**src/rtl/fifo_rd.sv**
```systemverilog
// rtl/fifo_rd.sv - async FIFO read-side pointer, empty flag and occupancy (optional almost-empty via FIFO_RD_ALMOST_EMPTY_EN)
module fifo_rd #(
  parameter int PTR_WIDTH = 4,
  parameter int AE_THRESH = 2
) (
  input  logic                 r_clk,
  input  logic                 r_rst,
  input  logic                 r_inc,
  input  logic [PTR_WIDTH-1:0] rq2_wptr,
  output logic [PTR_WIDTH-2:0] r_addr,
  output logic                 r_empty,
  output logic [PTR_WIDTH-1:0] r_ptr,
  output logic [PTR_WIDTH-1:0] r_count
`ifdef FIFO_RD_ALMOST_EMPTY_EN
  ,
  output logic                 r_almost_empty
`endif
);

  logic [PTR_WIDTH-1:0] rbin;
  logic [PTR_WIDTH-1:0] rbin_next;
  logic [PTR_WIDTH-1:0] rgray_next;
  logic [PTR_WIDTH-1:0] wbin;
  logic [PTR_WIDTH-1:0] r_count_next;
  logic                 r_empty_next;
  logic                 rd_en;

`ifdef FIFO_RD_ALMOST_EMPTY_EN
  localparam logic [PTR_WIDTH-1:0] AE_LIMIT = AE_THRESH[PTR_WIDTH-1:0];
  logic r_almost_empty_next;
`endif

  // Pop only when something is present; a request while empty leaves the pointer alone
  always_comb begin
    rd_en        = r_inc & ~r_empty;
    rbin_next    = rbin + {{(PTR_WIDTH-1){1'b0}}, rd_en};
    rgray_next   = (rbin_next >> 1) ^ rbin_next;
    // full-width compare: same position with different wrap bit means full, not empty
    r_empty_next = (rgray_next == rq2_wptr);
  end

  // Gray-to-binary of the synchronized write pointer, XOR prefix from the MSB down
  always_comb begin
    wbin = '0;
    wbin[PTR_WIDTH-1] = rq2_wptr[PTR_WIDTH-1];
    for (int i = PTR_WIDTH - 2; i >= 0; i--) begin
      wbin[i] = wbin[i+1] ^ rq2_wptr[i];
    end
    r_count_next = wbin - rbin_next;
  end

`ifdef FIFO_RD_ALMOST_EMPTY_EN
  // Almost-empty follows the post-pop occupancy, same edge as r_count
  always_comb begin
    r_almost_empty_next = (r_count_next <= AE_LIMIT);
  end

  // Registered almost-empty, asserted out of reset
  always_ff @(posedge r_clk) begin
    if (r_rst) begin
      r_almost_empty <= 1'b1;
    end else begin
      r_almost_empty <= r_almost_empty_next;
    end
  end
`endif

  // Pointer, empty and count all advance together so flags never lag the pointer
  always_ff @(posedge r_clk) begin
    if (r_rst) begin
      rbin    <= '0;
      r_ptr   <= '0;
      r_empty <= 1'b1;
      r_count <= '0;
    end else begin
      rbin    <= rbin_next;
      r_ptr   <= rgray_next;
      r_empty <= r_empty_next;
      r_count <= r_count_next;
    end
  end

  assign r_addr = rbin[PTR_WIDTH-2:0];

endmodule

```
**config.mk**
```make
export PLATFORM = sky130hd
export DESIGN_NAME = fifo_rd
export DESIGN_NICKNAME = d
export VERILOG_FILES = /design/src/rtl/fifo_rd.sv
export SDC_FILE = /design/constraint.sdc
export NUM_CORES = 1
export LEC_CHECK = 0
export ABC_AREA = 1
export BUFFER_PORTS_ARGS = -buffer_cell sky130_fd_sc_hd__buf_2
export CAP_MARGIN = 20
export CORE_AREA = 2 2 42 44
export DETAILED_ROUTE_END_ITERATION = 7
export DIE_AREA = 0 0 44 46
export PLACE_DENSITY = 0.76
export SLEW_MARGIN = 20
export SYNTH_ARGS = -nofsm -noshare
export SYNTH_HDL_FRONTEND = slang
export SYNTH_SLANG_ARGS = --single-unit
```
**constraint.sdc**
```tcl
create_clock -name r_clk -period 2.6 [get_ports r_clk]
set_clock_uncertainty 0.15 [all_clocks]
set_input_delay 0.39 -clock r_clk [delete_from_list [all_inputs] [get_ports r_clk]]
set_output_delay 0.39 -clock r_clk [all_outputs]
set_load 0.03 [all_outputs]
```
# After elaboration in Yosys (flattened, before gate mapping)

Index checks and enable logic that the tools add are counted.

$add $sub $neg: 2
Eq/ne operators: 1
Bitwise logic cells: 6

Operators by type and width:

| operator                               | number |
|---|---|
| 4-bit by 1-bit adder with 4-bit output | 1 |
| 4-bit equality test                    | 1 |
| 4-bit subtractor                       | 1 |
| 3-bit by 4-bit XOR with 4-bit output   | 1 |
| 1-bit XOR                              | 3 |
| 1-bit bitwise AND                      | 1 |
| 1-bit NOT                              | 1 |

Register bits: 13
Bits of input ports: 7
Output and inout bits: 12
Word-level logic and storage cells: 13

# Longest topological paths before layout

Gate-level depths: netlist of the first run.

Depth after elaboration: 5
Gate-level depth with buffers: 14
Gate-level depth less buffers: 14

# Least setup slack after synthesis of the first run

Ideal clock, no wire load.

Path kind: register to register
Start point: register r_empty
End point: register r_count[2]
Library setup time: 130 ps
Arrival time: 1,805 ps
Required time: 2,320 ps
Path slack: 515 ps
Cell stages (with the launch flop): 12
Path buffers: 0
Clock period less this slack: 2,085 ps
Cells stage by stage: dfxtp_1 > nor2_1 > ha_1 > ha_1 > inv_1 > nand3_1 > nand2_1 > inv_1 > ha_1 > inv_1 > and3_1 > nor3_2

Word-level cells in the longest chain between the ends: 4

RTL lines:

| what                                   | line | text |
|---|---|---|
| start, declared                        | 11   | `output logic r_empty,` |
| start signal, assigned                 | 78   | `r_empty <= r_empty_next;` |
| 1-bit NOT                              | 35   | `rd_en = r_inc & ~r_empty;` |
| 1-bit bitwise AND                      | 35   |  |
| 4-bit by 1-bit adder with 4-bit output | 36   | `rbin_next = rbin + {{(PTR_WIDTH-1){1'b0}}, rd_en};` |
| 4-bit subtractor                       | 49   | `r_count_next = wbin - rbin_next;` |
| end signal, assigned                   | 79   | `r_count <= r_count_next;` |
| end, declared                          | 13   | `output logic [PTR_WIDTH-1:0] r_count` |

No other way between the ends.
A chain may end at the register's enable or synchronous reset.

# Worst setup path after layout of the first run

Same ends and word-level chain as after synthesis.

==> flow_summary.json, run 1 <==
{
  "final_cell_mix": "nand2_1 (22), buf_2 (18), inv_1 (14)",
  "groute.usage.overall": 0.1620,
  "nFillCells": 159,
  "synth_xor_area_frac": 0.05973,
  "wl_per_cell_um": 10.70,
  "grt_overflow": 0,
  "postRouteAntennaNets": 0,
  "grt_pass1_vias": 594,
  "hp-class": "in2reg",
  "cts_resized": 0,
  "synthCells": 101,
  "synth_top_family_by_area": "simple AND/OR/NAND/NOR gates",
  "root_buffer": "clkbuf_4",
  "antenna_found_initial": 0,
  "synthTopCellsByArea": "dfxtp_1 (33%), nand2_1 (11%), ha_1 (8.5%)",
  "clock_sinks": 12,
  "syn-cell-area_um2": 733.2,
  "worst-path-max-fanout": 4,
  "cap_violations": 0,
  "drt_iter0_markers": 13,
  "yosysSeqAreaShare": 0.3276,
  "grt_pass1_wl_um": 2270,
  "timing.hold.ws_ns": 0.2762,
  "final_common_cell": "nand2_1",
  "synth_mux_area_frac": 0,
  "port_buffers": 18,
  "cp-end-kind": "register",
  "rsz0062_at_grt": "false",
  "synth_fa_ha_area_frac": 0.08532,
  "post-route-min-period_ns": 1.952,
  "tightest_slew_ns": 0.3002,
  "vias": 699,
  "syn2layout_area_growth_pct": 17.75,
  "io_pins": 19,
  "endpoint": "r_count[2]$_SDFF_PP0_",
  "fmax_mhz": 512.3,
  "dieHeight_um": 46,
  "slew_headroom": 0.7992,
  "post-route-period-util": 0.7508,
  "status": "finished, final reports clean",
  "antenna_cells": 0,
  "report.final.slew_viol_count": 0,
  "arrival_ns": 1.96,
  "clock_latency_ns": 0.27,
  "vdd_drop_max_mv": 0.3400,
  "crit_path_start": "r_empty$_SDFF_PP1_",
  "multi_input_area_um2": 425.4,
  "yosysTopAreaCell": "dfxtp_1",
  "cp_data_required_time_ns": 2.61,
  "vias_per_cell": 5.065,
  "cts_buffer_depth": 2,
  "gp_congestion": 0.7769,
  "htree_levels": 1,
  "synth_top_area_frac": 0.3276,
  "hold_violations": 0,
  "initial_utilization": 0.4543,
  "fp.dieArea_um2": 2024,
  "power.density_nw_per_um2": 532.9,
  "ys_seq_elements": 12,
  "ys_warn_count": 0,
  "synth_compound_area_frac": 0.04096,
  "grt_max_degree": 12,
  "cts_buffers": 3,
  "core.rowCount": 15,
  "wl_um": 1476,
  "drc": 0,
  "detail_route.first_pass.iterations": 4,
  "rr_endpoint": "r_count[2]$_SDFF_PP0_",
  "critPathLaunchType": "register",
  "drive_gt1_frac": 0.3306,
  "die_width_um": 44,
  "rr_worst_depth": 11,
  "dp_hpwl_um": 1170,
  "setup_viol": 0,
  "synth-simple-area-share": 0.3942,
  "synthesis.nets": 113,
  "synth_cell_types": 19,
  "cts_setup_buffers": 0,
  "cts_tree": "yes",
  "p_leak_uw": 0.0004768,
  "crit_type": "reg2reg",
  "regArea_um2": 240.2,
  "hold_buffers": 0,
  "setup-tns-final_ns": 0,
  "avgSynthCellArea_um2": 7.259,
  "fin_nets": 135,
  "cts.reportedPaths.clkPinSlew_ns": 0.07,
  "r2r_start": "r_empty$_SDFF_PP1_",
  "coreArea_um2": 1614,
  "reg2reg_setup_slack_ns": 0.65
}
-- where the power goes --
group	internal (uW)	total [uW]	switching, uW
logic	50.1	145	95.0
registers	199	204	4.66
clock network	53.6	111	57.5
total	303	460	157
-- stage by stage --
stage / std cells / setup WS [ns] / cell area, um^2 / power (uW) / utilization
2_1_floorplan: 101 / 0.5151 / 733.2 / 318.2 / -
4_1_cts: 138 / 0.6354 / 863.3 / 463.6 / 0.5349
6_report: 138 / 0.6480 / 863.3 / 460.0 / 0.5349
5_1_grt: 138 / 0.4856 / 863.3 / 488.8 / 0.5349
3_3_place_gp: 135 / 0.4932 / 840.8 / 348.8 / 0.5209
3_5_place_dp: 135 / 0.4580 / 840.8 / 354.5 / 0.5209
-- cells in the mapped netlist --
cell,instances
nand2_2,5
xor2_1,2
clkbuf_1,1
nand2_4,2
xnor2_1,3
nor2_2,3
inv_2,3
nand3_2,5
nand3_1,4
inv_1,14
nand4_1,1
and3_1,1
a21oi_1,5
ha_1,5
nand2_1,22
o21ai_1,1
dfxtp_1,12
nor3_2,1
nor2_1,11
-- flip-flops by register name, summed over array words and instances (netlist names) --
register  count
r_count       4
r_ptr         4
rbin          3
r_empty       1
-- worst min-delay path by stage --
stage                        start  depth (start not counted)               endpoint
6_report                     r_rst                          2  r_count[0]$_SDFF_PP0_
4_1_cts                      r_rst                          2  r_count[0]$_SDFF_PP0_
5_1_grt                      r_rst                          2     rbin[2]$_SDFF_PP0_
2_1_floorplan                r_rst                          2     r_empty$_SDFF_PP1_
3_5_place_dp   r_ptr[3]$_SDFF_PP0_                          4    r_ptr[3]$_SDFF_PP0_
3_3_place_gp   r_ptr[3]$_SDFF_PP0_                          4    r_ptr[3]$_SDFF_PP0_
-- area by class of cell --
class / count / area share
multi-input combinational: 71 / 0.4928
sequential: 12 / 0.2783
timing repair buffer: 18 / 0.1043
tap: 17 / 0.02464
clock buffer: 3 / 0.02609
inverter: 17 / 0.07391
-- cells by family (layout without fill, tap and decap cells) --
kind of cell    count (synthesis)  in the layout
simple gates                   55             55
buf+inv                        18             38
flops                          12             12
compound gates                  6              6
fa+ha+maj                       5              5
xor+xnor                        5              5
-- routing by layer --
layer	wire, um	global-route usage	share of wire
met1	581	0.1507	0.39
met2	781	0.3059	0.53
met3	70	0.05159	0.047
met5	0	0	0
met4	43	0.09697	0.029
-- worst max-delay path, cell delays in order (launching register included) --
cell and delay, ns:
dfxtp_1 0.31, nor2_1 0.15, ha_1 0.17, ha_1 0.27, inv_1 0.10, nand3_1 0.11, nand2_1 0.09, inv_1 0.04
ha_1 0.19, inv_1 0.07, and3_1 0.17, nor3_2 0.04
Note: power is estimated with default switching activity, not from simulation.
==> run 2: changes to the inputs <==
--- a/config.mk
+++ b/config.mk
@@ -8,10 +8,10 @@
 export ABC_AREA = 1
 export BUFFER_PORTS_ARGS = -buffer_cell sky130_fd_sc_hd__buf_2
 export CAP_MARGIN = 20
-export CORE_AREA = 2 2 42 44
+export CORE_AREA = 2 2 44 46
 export DETAILED_ROUTE_END_ITERATION = 7
-export DIE_AREA = 0 0 44 46
-export PLACE_DENSITY = 0.76
+export DIE_AREA = 0 0 46 48
+export PLACE_DENSITY = 0.73
 export SLEW_MARGIN = 20
 export SYNTH_ARGS = -nofsm -noshare
 export SYNTH_HDL_FRONTEND = slang
==> constraint.sdc (replaced) <==
create_clock -name r_clk -period 1.6 [get_ports r_clk]
set_clock_uncertainty 0.15 [all_clocks]
set_input_delay 0.24 -clock r_clk [delete_from_list [all_inputs] [get_ports r_clk]]
set_output_delay 0.24 -clock r_clk [all_outputs]
set_load 0.03 [all_outputs]
==> flow_summary.json, run 2 (same netlist as run 1, synthesis figures left out) <==
{
  "fmax_mhz": 578.6,
  "dp_hpwl_um": 1411,
  "arrival_ns": 1.76,
  "hp-start": "r_rst",
  "critPathSlowestCell": "dfxtp_4",
  "port_buffers": 18,
  "status": "complete, but fails checks",
  "grt.met2_usage": 0.3306,
  "initial_utilization": 0.4341,
  "rr_endpoint": "r_count[3]$_SDFF_PP0_",
  "io_pins": 19,
  "setup_viol": 4,
  "fin_nets": 155,
  "violations": "setup timing",
  "nFillCells": 134,
  "whs_endpoint": "r_count[0]$_SDFF_PP0_",
  "worst-path-buf-inv": 0,
  "wl_um": 1812,
  "met1_usage": 0.1708,
  "grt_pass1_vias": 683,
  "vias_per_cell": 4.918,
  "fin_ws_ns": -0.1283,
  "grt_pass1_wl_um": 2628,
  "path_cells": "nor2_4 > ha_4 > ha_4 > nand2_2 > nand2_4 > nand2_4 > nand2_4 > nor2_4 > nor2_4 > nand3_2 > nand2_1 > nor2_1",
  "crit_type": "reg2reg",
  "cap_violations": 0,
  "detail_route.first_pass.iterations": 4,
  "post-route-period-util": 1.080,
  "fp.dieArea_um2": 2208,
  "globalRoute.busiestLayer": "met2",
  "rsz0062_at_grt": "true",
  "die_width_um": 46,
  "groute.usage.overall": 0.1704,
  "drt_iter0_markers": 9,
  "place_area_um2": 1022,
  "p_leak_uw": 0.0005844,
  "top_regs": "r_count: 4 flops, r_ptr: 4 flops, rbin: 3 flops",
  "antenna_found_initial": 0,
  "r2r_start": "r_empty$_SDFF_PP1_",
  "vdd_drop_max_mv": 0.4959,
  "cpLargestDelayFamily": "simple AND/OR/NAND/NOR gates",
  "reg2reg_setup_slack_ns": -0.13,
  "cts_buffer_depth": 2,
  "clock_latency_ns": 0.28,
  "hp-class": "in2reg",
  "report.final.slew_viol_count": 0,
  "drc": 0,
  "cts_tree": "yes",
  "cp-end-kind": "register",
  "power.density_nw_per_um2": 782.5,
  "hold_violations": 0,
  "postRouteAntennaNets": 0,
  "crit_path_start": "r_empty$_SDFF_PP1_",
  "whs_path_depth": 2,
  "cts.reportedPaths.clkPinSlew_ns": 0.08,
  "cpPeakStageDelay_ns": 0.35,
  "critPathLaunchType": "register",
  "clock_sinks": 12,
  "grt_max_degree": 12,
  "final_area_um2": 1169,
  "worst-path-max-fanout": 4,
  "grt_overflow": 0,
  "coreArea_um2": 1689,
  "rr_worst_depth": 12,
  "post-route-min-period_ns": 1.728,
  "setup-tns-final_ns": -0.3853,
  "root_buffer": "clkbuf_4",
  "wl_per_cell_um": 11.40,
  "final_cell_mix": "buf_4 (20), buf_2 (18), nand2_1 (15)",
  "tightest_slew_ns": 0.3091,
  "drive_gt1_frac": 0.6127,
  "cp_data_required_time_ns": 1.63,
  "dieHeight_um": 48,
  "slew_headroom": 0.7925,
  "hold_buffers": 0,
  "vias": 782,
  "core.rowCount": 15,
  "syn2layout_area_growth_pct": 59.39,
  "cts_buffers": 3,
  "htree_levels": 1,
  "final_common_cell": "buf_4",
  "gp_congestion": 0.7921,
  "antenna_cells": 0,
  "grt_use_met3": 0.02264
}
run 2: power by group:
part	switching [uW]	total [uW]	internal, uW	leakage, uW
logic	188	334	146	0.000464
registers	11.5	336	324	0.0000998
clock network	106	245	138	0.0000210
total	306	914	609	0.000584
run 2: final cells by class:
type / instances / area [um^2] / share of cell area
Timing Repair Buffer: 38 / 240.2 / 0.2056
Inverter: 17 / 66.31 / 0.05675
Sequential cell: 12 / 246.5 / 0.2109
Clock buffer: 4 / 36.28 / 0.03105
Tap cell: 17 / 21.27 / 0.01820
Multi-Input combinational cell: 71 / 558.0 / 0.4775
run 2: per-layer routing:
metal	vias up	routed length, um
met5	-	0
met4	0	31
met3	5	33
met2	15	1038
met1	369	710
li1	393	-
run 2: worst max-delay path by stage:
stage               depth (start not counted)               endpoint
finish                                     12  r_count[3]$_SDFF_PP0_
detailed placement                         15     r_empty$_SDFF_PP1_
global placement                           11     r_empty$_SDFF_PP1_
global route                               12  r_count[3]$_SDFF_PP0_
floorplan                                  11  r_count[2]$_SDFF_PP0_
CTS                                        12  r_count[3]$_SDFF_PP0_
run 2: metrics by stage:
stage | setup slack, ns | std cells | power (uW) | hold WS [ns] | utilization
6_report | -0.1283 | 159 | 914.4 | 0.1248 | 0.6919
5_1_grt | -0.2222 | 159 | 958.2 | 0.1301 | 0.6919
4_1_cts | -0.1686 | 159 | 907.1 | 0.1205 | 0.6778
3_5_place_dp | -0.2354 | 153 | 629.5 | 0.4107 | 0.6052
3_3_place_gp | -0.2174 | 153 | 619.8 | 0.3991 | 0.6052
2_1_floorplan | -0.1352 | 101 | 529.4 | 0.1932 | -
run 2: timing repair:
| action | in CTS | in global routing |
|---|---|---|
| pin swaps | 18 | 12 |
| endpoints found under the setup margin | 4 | 6 |
| cloned | 0 | 0 |
| resized for setup | 17 | 8 |
| buffers inserted | 2 | 0 |
